File: config.mk
export PLATFORM = sky130hd
export DESIGN_NAME = whack_score_engine
export DESIGN_NICKNAME = d
export VERILOG_FILES = /design/src/rtl/whack_pkg.sv /design/src/rtl/game_tick_gen.sv /design/src/rtl/whack_score_engine.sv
export SDC_FILE = /design/constraint.sdc
export NUM_CORES = 1
export LEC_CHECK = 0
export BUFFER_PORTS_ARGS = -buffer_cell sky130_fd_sc_hd__buf_2
export CORE_ASPECT_RATIO = 1.1
export CORE_MARGIN = 2
export CORE_UTILIZATION = 32
export DETAILED_ROUTE_END_ITERATION = 7
export GPL_TIMING_DRIVEN = 0
export PLACE_DENSITY_LB_ADDON = 0.08
export SETUP_SLACK_MARGIN = 0.4
export SYNTH_ARGS = -nofsm -noshare
export SYNTH_HDL_FRONTEND = slang
export SYNTH_HIERARCHICAL = 1
export SYNTH_SLANG_ARGS = --single-unit
export TNS_END_PERCENT = 10
File: constraint.sdc
create_clock -name CLOCK_50 -period 5.1 [get_ports CLOCK_50]
set_clock_uncertainty 0.2 [all_clocks]
set_input_delay 1.02 -clock CLOCK_50 [delete_from_list [all_inputs] [get_ports CLOCK_50]]
set_output_delay 1.02 -clock CLOCK_50 [all_outputs]
set_load 0.1 [all_outputs]
File: src/rtl/whack_pkg.sv
// Shared types and helpers for the box-hitting game engine.
package whack_pkg;

    typedef enum logic [1:0] {
        LOBBY     = 2'd0,
        ARM       = 2'd1,
        PLAY      = 2'd2,
        GAME_OVER = 2'd3
    } state_e;

    localparam int BOX_NONE = 0;

    function automatic logic [31:0] sat_inc(input logic [31:0] value, input logic [31:0] max_value);
        return (value >= max_value) ? max_value : value + 32'd1;
    endfunction

    function automatic logic [31:0] sat_dec(input logic [31:0] value);
        return (value == 32'd0) ? 32'd0 : value - 32'd1;
    endfunction

endpackage

File: src/rtl/game_tick_gen.sv
// One-cycle "game second" strobe every TICK_DIV clocks; held at zero while cleared.
module game_tick_gen #(
    parameter int TICK_DIV = 50000000
) (
    input  logic clk,
    input  logic reset,
    input  logic enable,
    input  logic clear,
    output logic tick
);

    localparam int CNT_W = (TICK_DIV > 1) ? $clog2(TICK_DIV) : 1;
    localparam logic [CNT_W-1:0] LAST = CNT_W'(TICK_DIV - 1);

    logic [CNT_W-1:0] cnt_q, cnt_d;

    always_comb begin
        tick  = enable && !clear && (cnt_q == LAST);
        cnt_d = cnt_q;
        if (clear) begin
            cnt_d = '0;
        end else if (enable) begin
            cnt_d = tick ? '0 : cnt_q + CNT_W'(1);
        end
    end

    always_ff @(posedge clk) begin
        if (reset) begin
            cnt_q <= '0;
        end else begin
            cnt_q <= cnt_d;
        end
    end

endmodule

File: src/rtl/whack_score_engine.sv
// Game-round engine: picks targets, scores presses, runs the round and target
// countdowns, and drives the lobby/hit sound enables.
module whack_score_engine
    import whack_pkg::*;
#(
    parameter int NUM_BOXES      = 7,
    parameter int AW             = 3,
    parameter int SCORE_W        = 11,
    parameter int TIMER_W        = 7,
    parameter int TICK_DIV       = 50000000,
    parameter int ROUND_SECONDS  = 60,
    parameter int TARGET_SECONDS = 3,
    parameter int PENALTY_EN     = 1,
    parameter int SOUND_CYCLES   = 5000000
) (
    input  logic               CLOCK_50,
    input  logic               reset,
    input  logic               start_game,
    input  logic [AW-1:0]      box_address,
    input  logic [AW-1:0]      lfsr_value,
    output logic [AW-1:0]      mif_control_signal,
    output logic [SCORE_W-1:0] score,
    output logic [TIMER_W-1:0] game_timer,
    output logic [7:0]         miss_count,
    output logic               play_sound,
    output logic               lobby_sound,
    output logic               game_over
);

    localparam int SND_W = $clog2(SOUND_CYCLES + 1);
    localparam int TT_W  = $clog2(TARGET_SECONDS + 1);

    localparam logic [SCORE_W-1:0] SCORE_MAX  = '1;
    localparam logic [TIMER_W-1:0] ROUND_INIT = TIMER_W'(ROUND_SECONDS);
    localparam logic [TT_W-1:0]    TT_LAST    = TT_W'(TARGET_SECONDS - 1);
    localparam logic [SND_W-1:0]   SND_INIT   = SND_W'(SOUND_CYCLES);
    localparam logic [AW-1:0]      NONE       = AW'(BOX_NONE);

    state_e             state_q, state_d;
    logic [AW-1:0]      s1_q, s1_d, s2_q, s2_d, prev_q, prev_d;
    logic [AW-1:0]      target_q, target_d;
    logic [SCORE_W-1:0] score_q, score_d;
    logic [7:0]         miss_q, miss_d;
    logic [TIMER_W-1:0] timer_q, timer_d;
    logic [TT_W-1:0]    tgt_tmr_q, tgt_tmr_d;
    logic [SND_W-1:0]   snd_q, snd_d;
    logic               rearm_q, rearm_d;

    logic               tick, tick_en, tick_clr;
    logic               press, hit, timeout, round_end, begin_round;
    int                 cand_i;
    logic [AW-1:0]      cand;

    game_tick_gen #(
        .TICK_DIV (TICK_DIV)
    ) u_tick (
        .clk    (CLOCK_50),
        .reset  (reset),
        .enable (tick_en),
        .clear  (tick_clr),
        .tick   (tick)
    );

    // Event decode from the synchronised box code and the tick strobe
    always_comb begin
        tick_en     = (state_q == ARM) || (state_q == PLAY);
        tick_clr    = !tick_en;
        press       = (s2_q != NONE) && (prev_q == NONE);
        hit         = press && (s2_q == target_q);
        timeout     = tick && (tgt_tmr_q == TT_LAST);
        round_end   = tick && (timer_q <= TIMER_W'(1));
        begin_round = start_game &&
                      ((state_q == LOBBY) || ((state_q == GAME_OVER) && rearm_q));
        // Never redraw the box that was just up, so the player always has to move
        cand_i = (int'(lfsr_value) % NUM_BOXES) + 1;
        if ((NUM_BOXES > 1) && (cand_i == int'(target_q))) begin
            cand_i = (cand_i % NUM_BOXES) + 1;
        end
        cand = AW'(cand_i);
    end

    always_ff @(posedge CLOCK_50) begin
        if (reset) begin
            state_q <= LOBBY;
        end else begin
            state_q <= state_d;
        end
    end

    always_comb begin
        state_d   = state_q;
        s1_d      = box_address;
        s2_d      = s1_q;
        prev_d    = s2_q;
        target_d  = target_q;
        score_d   = score_q;
        miss_d    = miss_q;
        timer_d   = timer_q;
        tgt_tmr_d = tgt_tmr_q;
        snd_d     = (snd_q != '0) ? snd_q - SND_W'(1) : snd_q;
        rearm_d   = rearm_q;

        case (state_q)
            LOBBY: begin
                target_d = NONE;
            end
            ARM: begin
                if (tick) begin
                    timer_d = TIMER_W'(sat_dec(32'(timer_q)));
                end
                if (!round_end) begin
                    target_d  = cand;
                    tgt_tmr_d = '0;
                    state_d   = PLAY;
                end
            end
            PLAY: begin
                if (tick) begin
                    timer_d   = TIMER_W'(sat_dec(32'(timer_q)));
                    tgt_tmr_d = tgt_tmr_q + TT_W'(1);
                end
                if (round_end) begin
                    state_d = GAME_OVER;
                end else if (hit) begin
                    score_d = SCORE_W'(sat_inc(32'(score_q), 32'(SCORE_MAX)));
                    snd_d   = SND_INIT;
                    state_d = ARM;
                end else begin
                    if (press) begin
                        miss_d = 8'(sat_inc(32'(miss_d), 32'd255));
                        if (PENALTY_EN != 0) begin
                            score_d = SCORE_W'(sat_dec(32'(score_q)));
                        end
                    end
                    if (timeout) begin
                        miss_d  = 8'(sat_inc(32'(miss_d), 32'd255));
                        state_d = ARM;
                    end
                end
            end
            GAME_OVER: begin
                target_d = NONE;
                // A held start key must be released before it can restart the game
                if (!start_game) begin
                    rearm_d = 1'b1;
                end
            end
        endcase

        if (round_end) begin
            state_d  = GAME_OVER;
            target_d = NONE;
            timer_d  = '0;
            snd_d    = '0;
            rearm_d  = 1'b0;
        end

        if (begin_round) begin
            score_d   = '0;
            miss_d    = '0;
            timer_d   = ROUND_INIT;
            tgt_tmr_d = '0;
            snd_d     = '0;
            rearm_d   = 1'b0;
            state_d   = ARM;
        end
    end

    always_ff @(posedge CLOCK_50) begin
        if (reset) begin
            s1_q      <= '0;
            s2_q      <= '0;
            prev_q    <= '0;
            target_q  <= '0;
            score_q   <= '0;
            miss_q    <= '0;
            timer_q   <= ROUND_INIT;
            tgt_tmr_q <= '0;
            snd_q     <= '0;
            rearm_q   <= 1'b0;
        end else begin
            s1_q      <= s1_d;
            s2_q      <= s2_d;
            prev_q    <= prev_d;
            target_q  <= target_d;
            score_q   <= score_d;
            miss_q    <= miss_d;
            timer_q   <= timer_d;
            tgt_tmr_q <= tgt_tmr_d;
            snd_q     <= snd_d;
            rearm_q   <= rearm_d;
        end
    end

    always_comb begin
        mif_control_signal = ((state_q == ARM) || (state_q == PLAY)) ? target_q : NONE;
        score              = score_q;
        game_timer         = timer_q;
        miss_count         = miss_q;
        play_sound         = (snd_q != '0);
        lobby_sound        = (state_q == LOBBY);
        game_over          = (state_q == GAME_OVER);
    end

endmodule

==> impl_metrics.env <==
export IMPL_cts_hold_buffers=0
export IMPL_antenna_cells=0
export IMPL_synthMostInstantiatedCell="dfxtp_1"
export IMPL_first_global_vias=4892
export IMPL_ant_nets=0
export IMPL_drc_errors=0
export IMPL_cts_setup_buffers=0
export IMPL_cp_end_kind="output port"
export IMPL_grt_ovfl_total=0
export IMPL_netlist_top_cell_by_area="dfxtp_1"
export IMPL_insertion_delay_ps=350
export IMPL_required_ps=3880
export IMPL_firstDrtPassIters=5
export IMPL_fmax_ghz=0.230
export IMPL_synth_area_leaders="dfxtp_1 34%, nor2_1 5.2%, xnor2_1 5.2%"
export IMPL_port_buffers=40
export IMPL_m1WireLength_um=6480
export IMPL_crit_arrival_ps=3120
export IMPL_powerDensity_mw_per_mm2=448
export IMPL_grt_pass1_wl_um=24300
export IMPL_worstSetupPathType="reg -> out"
export IMPL_critical_path_startpoint="snd_q[6]"
export IMPL_gp_congestion=0.836
export IMPL_reg2reg_from="state_q[1]"
export IMPL_synth_edff_count=0
export IMPL_cts_tree="done"
export IMPL_wl_met2_um=7200
export IMPL_leakage_uw=0.00221
export IMPL_worst_r2r_setup_slack_ps=930
export IMPL_cts_buffers=9
export IMPL_wire_per_inst_um=15.4
export IMPL_finalCritPeriodShare_pct=85.2
export IMPL_syn_inst=685
export IMPL_via_per_inst=5.39
export IMPL_wirelength_um=14500
export IMPL_ctsResizeCount=0
export IMPL_die_h_um=141
export IMPL_hold_path_class="reg -> reg"
export IMPL_synth_mux_area_share_pct=2.14
export IMPL_synthAdderAreaFrac_pct=4.84
export IMPL_synth_top_family_by_area="simple AND/OR/NAND/NOR gates"
export IMPL_htreeDepth=3
export IMPL_synth_xor_area_share_pct=7.42
export IMPL_relSlewSlack_pct=30.2
export IMPL_cts_clk_slew_worst_paths_ps=70
export IMPL_cts_buffer_depth=2
export IMPL_synthFlopType="dfxtp_1"
export IMPL_drv_slew=0
export IMPL_syn2layout_area_growth_pct=13.7
export IMPL_io_pins=41
export IMPL_cp_max_fo=9
export IMPL_grt_max_degree=15
export IMPL_p_total_uw=2760
export IMPL_met3_length_um=652
export IMPL_clock_root_buffer="clkbuf_16"
export IMPL_ys_seq_elements=92
export IMPL_synth_top_area_share_pct=33.9
export IMPL_synthTopCellsByCount="92 x dfxtp_1, 75 x nor2_1, 55 x a21oi_1"
export IMPL_reg2regPathDepth=12
export IMPL_synth_area_mm2=0.00543
export IMPL_start_util_pct=32.9
export IMPL_synth_compound_area_share_pct=18.1
export IMPL_drv_cap=0
export IMPL_status="finished, final reports clean"
export IMPL_highest_layer="met4"
export IMPL_period_needed_ps=4340
export IMPL_core_area_mm2=0.0165
export IMPL_antenna_found_initial=0
export IMPL_finalSetupViolCount=0
export IMPL_synth_nets=715
export IMPL_drt_iter0_drc=261
export IMPL_avgSynthCellArea_um2=7.92
export IMPL_die_w_um=128
export IMPL_ys_warn_count=6
export IMPL_grt_use_total_pct=16.6
export IMPL_yosys_area_share_simple_pct=29.8
export IMPL_yosysSeqAreaShare_pct=33.9
export IMPL_die_area_mm2=0.0180
export IMPL_worstMarginPinSlew_ps=1040
export IMPL_vias=5093
export IMPL_r2r_end="score[3]"
export IMPL_clock_sinks=92
export IMPL_nNetsFinal=766
export IMPL_rows=49
export IMPL_rsz0062_at_grt="false"
export IMPL_ir_drop_mv=0.198
export IMPL_post_dp_hpwl_um=10600
export IMPL_tns_ps=0
export IMPL_async_flop_share_pct=0
export IMPL_drive_gt1_share_pct=10.7
export IMPL_synth_cell_types=63
export IMPL_final_hold_violation_count=0
export IMPL_worst_setup_path_start_kind="flop"
export IMPL_endpoint="play_sound"
## final cells by class
class / count / area [µm²]
Clock inverter: 3 / 20.0
Timing Repair Buffer: 40 / 200
Inverter: 24 / 90.1
Multi-Input combinational cell: 543 / 3380
Clock buffer: 13 / 270
Tap cell: 204 / 255
Buffer: 26 / 114
Fill cell: 1742 / 10300
Sequential cell: 92 / 1840
## worst min path at each step
stage               startpoint  slack, ps   endpoint  depth (start not counted)
floorplan              s1_q[0]        210  prev_d[0]                          1
detailed placement     s1_q[0]        230  prev_d[0]                          1
finish                 s1_q[0]        240  prev_d[0]                          1
global placement       s1_q[2]        220  prev_d[2]                          1
global route           s1_q[0]        270  prev_d[0]                          1
CTS                    s1_q[0]        250  prev_d[0]                          1
## logic make-up after synthesis
group / count (synthesis)
xor gates and xnor gates: 46
buffers and inverters: 50
adders and majority gates: 21
and+or+nand+nor: 304
muxes: 11
DFF: 92
AOI/OAI and AO/OA: 161
## flip-flops by register name, summed over array words and instances, names as in the netlist
name and cells:
snd_q 23, prev_q 3, state_q 2, rearm_q 1
s1_q 3, u_tick/cnt_q 26, target_q 3, miss_count 8
score 11, game_timer 7, prev_d 3, tgt_tmr_q 2
## metal layers
layer,track usage [%],vias up
li1,-,2596
met1,20.6,2397
met2,28.8,86
met3,3.98,14
met4,4.40,0
met5,0,-
## placed cells by master, fill, tap and decap left out, types with 3 or more instances in the layout
cell	synthesis	final
a211oi_1	5	5
a21o_1	3	3
a21oi_1	55	55
a22oi_1	4	4
a31oi_1	12	12
and2_1	8	8
and3_1	5	5
and4_1	3	3
buf_2	1	41
clkbuf_1	22	23
clkbuf_16	0	9
clkbuf_8	0	3
dfxtp_1	92	92
ha_1	21	21
inv_1	24	24
mux2_2	5	5
mux2i_1	6	6
nand2_1	46	46
nand2b_1	7	7
nand3_1	34	34
nand3b_1	3	3
nand4_1	14	14
nor2_1	75	75
nor2b_1	15	15
nor3_1	28	28
nor3b_1	4	4
nor4_1	16	16
o211a_1	3	3
o21ai_0	40	40
o22ai_1	4	4
o31ai_1	11	11
or2_2	6	6
or3_1	15	15
or4_1	13	13
or4_4	4	4
xnor2_1	32	32
xor2_1	14	14
## through the flow
stage	area (µm²)	hold WS, ps	instances	setup WS [ps]	utilization [%]
CTS	6170	246	945	749	37.4
global route	6170	268	945	517	37.4
floorplan	5430	214	685	1260	-
global placement	5880	220	929	794	35.7
finish	6170	244	945	757	37.4
detailed placement	5880	231	929	733	35.7
## critical path, cell delays in order (launching register included)
cell     delay [ps]
dfxtp_1         350
or4_4           550
or4_4           540
nor4_2          720
inv_1           250
buf_2           360
## where the power goes
part / total, µW / internal (µW) / switching [µW]
clock: 662 / 370 / 292
combinational: 1200 / 406 / 796
sequential: 898 / 806 / 92.3
total: 2760 / 1580 / 1180
No activity file was read; power rests on OpenSTA's default activity.
